### config.mk
export PLATFORM = sky130hd
export DESIGN_NAME = ex_alu_unit
export DESIGN_NICKNAME = d
export VERILOG_FILES = /design/src/rtl/alu_pkg.sv /design/src/rtl/iter_mul.sv /design/src/rtl/ex_alu_unit.sv
export SDC_FILE = /design/constraint.sdc
export NUM_CORES = 1
export LEC_CHECK = 0
export CAP_MARGIN = 40
export CORE_MARGIN = 2
export CORE_UTILIZATION = 45
export DETAILED_ROUTE_END_ITERATION = 8
export PLACE_DENSITY = 0.67
export SYNTH_ARGS = -nofsm -noshare
export SYNTH_HDL_FRONTEND = slang
export SYNTH_SLANG_ARGS = --single-unit
### constraint.sdc
create_clock -name clk_i -period 7.9 [get_ports clk_i]
set_clock_uncertainty 0.2 [all_clocks]
set_input_delay 1.58 -clock clk_i [delete_from_list [all_inputs] [get_ports clk_i]]
set_output_delay 1.58 -clock clk_i [all_outputs]
set_load 0.05 [all_outputs]
### src/rtl/alu_pkg.sv
// alu_pkg: shared definitions for the execute-stage arithmetic unit.
//   - ALU_* operation codes as delivered by the ALU control decoder
//   - mul_state_e: iterative multiplier state encoding
//   - MUL_ITERS: number of shift-add iterations for a full-width product
package alu_pkg;

  localparam logic [3:0] ALU_AND  = 4'd0;
  localparam logic [3:0] ALU_XOR  = 4'd1;
  localparam logic [3:0] ALU_SLL  = 4'd2;
  localparam logic [3:0] ALU_ADD  = 4'd3;
  localparam logic [3:0] ALU_SUB  = 4'd4;
  localparam logic [3:0] ALU_MUL  = 4'd5;
  localparam logic [3:0] ALU_ADDI = 4'd6;
  localparam logic [3:0] ALU_SRAI = 4'd7;
  localparam logic [3:0] ALU_LS   = 4'd8;
  localparam logic [3:0] ALU_BEQ  = 4'd9;

  localparam int MUL_ITERS = 32;

  typedef enum logic [1:0] {
    IDLE = 2'd0,
    BUSY = 2'd1,
    DONE = 2'd2
  } mul_state_e;

endpackage

### src/rtl/iter_mul.sv
// iter_mul: iterative shift-add multiplier, low DATA_W bits of a_i * b_i.
//
// state | meaning
// ------+-----------------------------------------------------------
// IDLE  | waiting for start_i; operands are sampled on the start edge
// BUSY  | one shift-add step per cycle, MUL_ITERS cycles in total
// DONE  | product_o valid for exactly one cycle, then back to IDLE
//
// Ports:
//   clk_i, rst_i   clock, synchronous active-high reset
//   start_i        begin a multiply (ignored unless ready_o)
//   flush_i        abort: blocks a start in IDLE, drops the product in BUSY
//   a_i, b_i       operands
//   ready_o        IDLE and able to accept a start
//   busy_o         in BUSY
//   done_o         in DONE, product_o valid
//   product_o      accumulator
module iter_mul #(
  parameter int DATA_W = 32
) (
  input  logic              clk_i,
  input  logic              rst_i,
  input  logic              start_i,
  input  logic              flush_i,
  input  logic [DATA_W-1:0] a_i,
  input  logic [DATA_W-1:0] b_i,
  output logic              ready_o,
  output logic              busy_o,
  output logic              done_o,
  output logic [DATA_W-1:0] product_o
);
  import alu_pkg::*;

  localparam int CNT_W = $clog2(MUL_ITERS + 1);

  mul_state_e        state_q;
  logic [DATA_W-1:0] acc_q;
  logic [DATA_W-1:0] mcand_q;
  logic [DATA_W-1:0] mplier_q;
  logic [CNT_W-1:0]  cnt_q;
  // The ID/EX register may still present the finished mul for one cycle
  // after DONE; this blocks it from being started a second time.
  logic              post_done_q;

  always_ff @(posedge clk_i) begin
    if (rst_i) begin
      state_q     <= IDLE;
      acc_q       <= '0;
      mcand_q     <= '0;
      mplier_q    <= '0;
      cnt_q       <= '0;
      post_done_q <= 1'b0;
    end else begin
      post_done_q <= (state_q == DONE);
      case (state_q)
        IDLE: begin
          if (start_i && !flush_i && !post_done_q) begin
            state_q  <= BUSY;
            acc_q    <= '0;
            mcand_q  <= a_i;
            mplier_q <= b_i;
            cnt_q    <= CNT_W'(MUL_ITERS);
          end
        end
        BUSY: begin
          if (flush_i) begin
            state_q <= IDLE;
            acc_q   <= '0;
            cnt_q   <= '0;
          end else begin
            if (mplier_q[0]) acc_q <= acc_q + mcand_q;
            mcand_q  <= mcand_q << 1;
            mplier_q <= mplier_q >> 1;
            cnt_q    <= cnt_q - CNT_W'(1);
            if (cnt_q == CNT_W'(1)) state_q <= DONE;
          end
        end
        DONE:    state_q <= IDLE;
        default: state_q <= IDLE;
      endcase
    end
  end

  assign ready_o   = (state_q == IDLE) && !post_done_q;
  assign busy_o    = (state_q == BUSY);
  assign done_o    = (state_q == DONE);
  assign product_o = acc_q;

endmodule

### src/rtl/ex_alu_unit.sv
// ex_alu_unit: execute-stage arithmetic unit of the RV32 core.
// Single-cycle ops are combinational; mul runs on iter_mul and holds the
// pipeline with stall_o until the product is presented.
//
// Build option: ALU_FAST_MUL_EN -- mul becomes a combinational multiply,
// iter_mul is not instantiated and stall_o is tied low.
//
// Ports:
//   clk_i, rst_i   clock, synchronous active-high reset
//   valid_i        EX holds a live instruction
//   ALUCtrl_i      operation code (alu_pkg::ALU_*)
//   data1_i        operand A (rs1)
//   data2_i        operand B (rs2 / imm); shift amount is data2_i[4:0]
//   flush_i        abort an in-flight or issuing multiply
//   result_o       operation result
//   zero_o         result_o == 0
//   valid_o        result_o valid this cycle
//   stall_o        freeze PC, IF/ID and ID/EX
module ex_alu_unit #(
  parameter int DATA_W = 32
) (
  input  logic              clk_i,
  input  logic              rst_i,
  input  logic              valid_i,
  input  logic [3:0]        ALUCtrl_i,
  input  logic [DATA_W-1:0] data1_i,
  input  logic [DATA_W-1:0] data2_i,
  input  logic              flush_i,
  output logic [DATA_W-1:0] result_o,
  output logic              zero_o,
  output logic              valid_o,
  output logic              stall_o
);
  import alu_pkg::*;

  logic [4:0]        shamt;
  logic [DATA_W-1:0] op_res;
  logic              is_mul;

  assign shamt  = data2_i[4:0];
  assign is_mul = (ALUCtrl_i == ALU_MUL);

  always_comb begin
    op_res = '0;
    case (ALUCtrl_i)
      ALU_AND:                  op_res = data1_i & data2_i;
      ALU_XOR:                  op_res = data1_i ^ data2_i;
      ALU_SLL:                  op_res = data1_i << shamt;
      ALU_ADD, ALU_ADDI, ALU_LS: op_res = data1_i + data2_i;
      ALU_SUB, ALU_BEQ:         op_res = data1_i - data2_i;
      ALU_SRAI:                 op_res = $signed(data1_i) >>> shamt;
`ifdef ALU_FAST_MUL_EN
      ALU_MUL:                  op_res = data1_i * data2_i;
`endif
      default:                  op_res = '0;
    endcase
  end

`ifdef ALU_FAST_MUL_EN

  always_comb begin
    result_o = rst_i ? '0 : op_res;
    valid_o  = !rst_i && valid_i;
    stall_o  = 1'b0;
  end

`else

  logic              mul_start;
  logic              mul_ready;
  logic              mul_busy;
  logic              mul_done;
  logic [DATA_W-1:0] mul_prod;

  // Flush in the issue cycle wins: no start and therefore no stall.
  assign mul_start = valid_i && is_mul && !flush_i && mul_ready;

  iter_mul #(.DATA_W(DATA_W)) u_iter_mul (
    .clk_i     (clk_i),
    .rst_i     (rst_i),
    .start_i   (mul_start),
    .flush_i   (flush_i),
    .a_i       (data1_i),
    .b_i       (data2_i),
    .ready_o   (mul_ready),
    .busy_o    (mul_busy),
    .done_o    (mul_done),
    .product_o (mul_prod)
  );

  always_comb begin
    result_o = '0;
    valid_o  = 1'b0;
    stall_o  = 1'b0;
    if (!rst_i) begin
      if (mul_done) begin
        result_o = mul_prod;
        valid_o  = 1'b1;
      end else begin
        result_o = op_res;
        // A mul only produces a result through DONE.
        valid_o  = valid_i && !is_mul && !mul_busy;
        stall_o  = mul_busy || mul_start;
      end
    end
  end

`endif

  assign zero_o = (result_o == '0);

endmodule

==> impl_metrics.yaml <==
hold_path:
  holdPathEnd: "u_iter_mul.cnt_q[4]"
  min_from: "u_iter_mul.cnt_q[4]"
  hold_class: "flop to flop"
  holdPathStages: 2
yosys:
  syn_area_um2: 13900
  syn-mean-instance-area_um2: 8.12
  synthArstFlopShare: 0
  synth_ff_type: "dfxtp_1"
  synth-seq-cells: 105
  syn_inst: 1710
  yosysWarnings: 0
  synth_edf_count: 0
  synth_nets: 1882
  ys_seq_area_frac: 0.151
  ys_types: 99
timing:
  slew_violations: 0
  fin_crit_ps: 7840
  hold_viol: 0
  fmax_mhz: 128
  timing.final.crit_share: 0.992
  setup-violations-final: 0
  setup_tns_ps: 0
  worst_pin_slew_ps: 903
  setup_slack_ps: 61.6
  relSlewSlack: 0.382
place:
  gp_congestion: 1.07
  portBuffers: 106
  place_ws_ps: -173
  place_hpwl_um: 51400
clock_tree:
  cts_root_buf: "clkbuf_16"
  cts_htree_levels: 3
  worstSkewPairLatency_ps: 380
  cts_hold_buffers: 0
  cts_tree: "yes"
  cts_buffer_depth: 2
  cts_made_buffers: 9
  cts.sinks: 105
  clkTransAtPathRegs_ps: 80
die:
  die_width_um: 180
  fp.coreArea_um2: 30500
  initial_core_util: 0.455
  dieArea_um2: 32300
  die-height_um: 180
  rows: 64
  ios: 107
setup_path:
  endpoint_kind: "output port"
  critPathLaunchType: "primary input"
  cp_max_fo: 8
  r2r-start: "u_iter_mul.product_o[0]"
  cp.required_ps: 6120
  critPathArrivalTime_ps: 6060
  r2r_cells: 12
  path_class: "primary input to output port"
  r2r-end: "u_iter_mul.product_o[30]"
  r2r_slack_ps: 3740
finish:
  areaGrowthSynthToFinish_pct: 29.5
  fill_cells: 2814
  final_common_cell: "buf_4"
  drive_gt1_frac: 0.258
  final_cell_mix: "256 x buf_4, 180 x nor2_1, 138 x nand2_1"
  antenna_cells: 0
  layout.nets: 2130
global_route:
  grt_antenna_before_repair: 0
  grt_overflow: 0
  grt_max_degree: 75
  grt_pass1_wl_um: 94100
  grt_pass1_vias: 14700
  grt_usage: 0.384
detailed_routing:
  drt_wl_total_um: 63900
  drcViolationCount: 0
  first_pass_iters: 9
  viasPerCell: 6.63
  vias: 15600
  wl_per_cell_um: 27.1
  postRouteAntennaNets: 0
  first_iter_violations: 2006
pwr:
  cellLeakagePower_uw: 0.00765
  peakVddDrop_mv: 0.120
  p_per_area_nw_per_um2: 118
status:
  status: "finished, final reports clean"
run:
  maxCapViolations: 0
final cells by class:
cell class,instances,area [um2],share of cell area
clock buffer,9,225,0.0125
clock inverter,7,75.1,0.00418
inverter,31,121,0.00675
multi-input combinational,1448,11600,0.647
sequential,105,2100,0.117
tap,396,495,0.0276
timing repair buffer,363,3320,0.185
flip-flops by register name, indices dropped and copies added (netlist names):
signal                  flops
u_iter_mul.product_o       32
u_iter_mul.cnt_q            6
u_iter_mul.post_done_q      1
u_iter_mul.state_q          2
u_iter_mul.mcand_q         32
u_iter_mul.mplier_q        32
worst max path at each step:
stage                           start  endpoint  slack [ps]  cells after the start
after floorplan            data2_i[0]    zero_o         -20                     25
after global placement     data2_i[4]    zero_o        -120                     20
after detailed placement   data2_i[9]    zero_o        -170                     20
after CTS                  data2_i[4]    zero_o           1                     22
after global routing      data2_i[16]    zero_o          -9                     19
final                     data1_i[20]    zero_o          60                     13
metrics by stage:
stage                     cell area [um2]  hold WS, ps  total power [uW]   util  cells
after floorplan                     14200          249              1130      -   1710
after global placement              17100          267              1570  0.559   2320
after detailed placement            17100          286              1570  0.562   2325
after CTS                           17600          299              2060  0.575   2344
after global routing                18000          326              2190  0.589   2359
final                               18000          298              2120  0.589   2359
what timing repair did:
item,in CTS,in global routing
resized for setup,17,80
pin swaps,12,59
endpoints found under the setup margin,2,3
buffers inserted,3,15
critical path: stages:
cell             delay, ps
clkdlybuf4s50_1        620
buf_4                  290
mux4_1                 560
mux2_2                 320
mux2i_1                460
a211o_1                290
o2111ai_2              120
a211o_2                310
or4b_4                 530
nor4_4                 250
nand4b_1               220
nor4_4                 330
buf_12                 180
synthesized netlist by cell type, types with 15 or more instances:
library cell | count | area share
buf_1 | 15 | 0.0041
mux2_2 | 20 | 0.016
or3_1 | 15 | 0.0068
nor3_1 | 28 | 0.010
mux4_2 | 51 | 0.083
xnor2_1 | 37 | 0.023
clkbuf_1 | 79 | 0.021
nor2_1 | 188 | 0.051
nand2b_1 | 18 | 0.0081
o211ai_1 | 20 | 0.011
inv_1 | 28 | 0.0076
mux2i_1 | 109 | 0.079
a22oi_1 | 26 | 0.014
dfxtp_1 | 105 | 0.15
a21o_1 | 38 | 0.021
ha_1 | 98 | 0.088
o21ai_0 | 78 | 0.028
a211oi_1 | 72 | 0.039
nand3_1 | 47 | 0.017
nand2_1 | 141 | 0.038
nand4_1 | 15 | 0.0068
a222oi_1 | 16 | 0.012
xor2_1 | 24 | 0.015
a21oi_1 | 115 | 0.041
logic make-up (layout without fill, tap and decap cells):
| family | after synthesis | in the layout | synth area share |
|---|---|---|---|
| buffers and inverters | 157 | 410 | 0.0552 |
| multiplexers | 200 | 200 | 0.207 |
| flip-flops | 105 | 105 | 0.151 |
| adder cells (fa/ha/maj) | 100 | 100 | 0.0912 |
| XOR/XNOR | 61 | 61 | 0.0385 |
| AND/OR/NAND/NOR | 556 | 556 | 0.193 |
| AO/OA/AOI/OAI | 531 | 531 | 0.264 |
metal layers:
metal | global-route usage | wire length [um]
met5 | 0.00593 | 0
met4 | 0.170 | 3160
met3 | 0.0687 | 5310
met2 | 0.591 | 28200
met1 | 0.525 | 27200
where the power goes:
part           switching, uW  internal [uW]
combinational            619            487
sequential              4.58            535
clock                    247            224
total                    870           1250
Power figures use the tool's default switching activity.
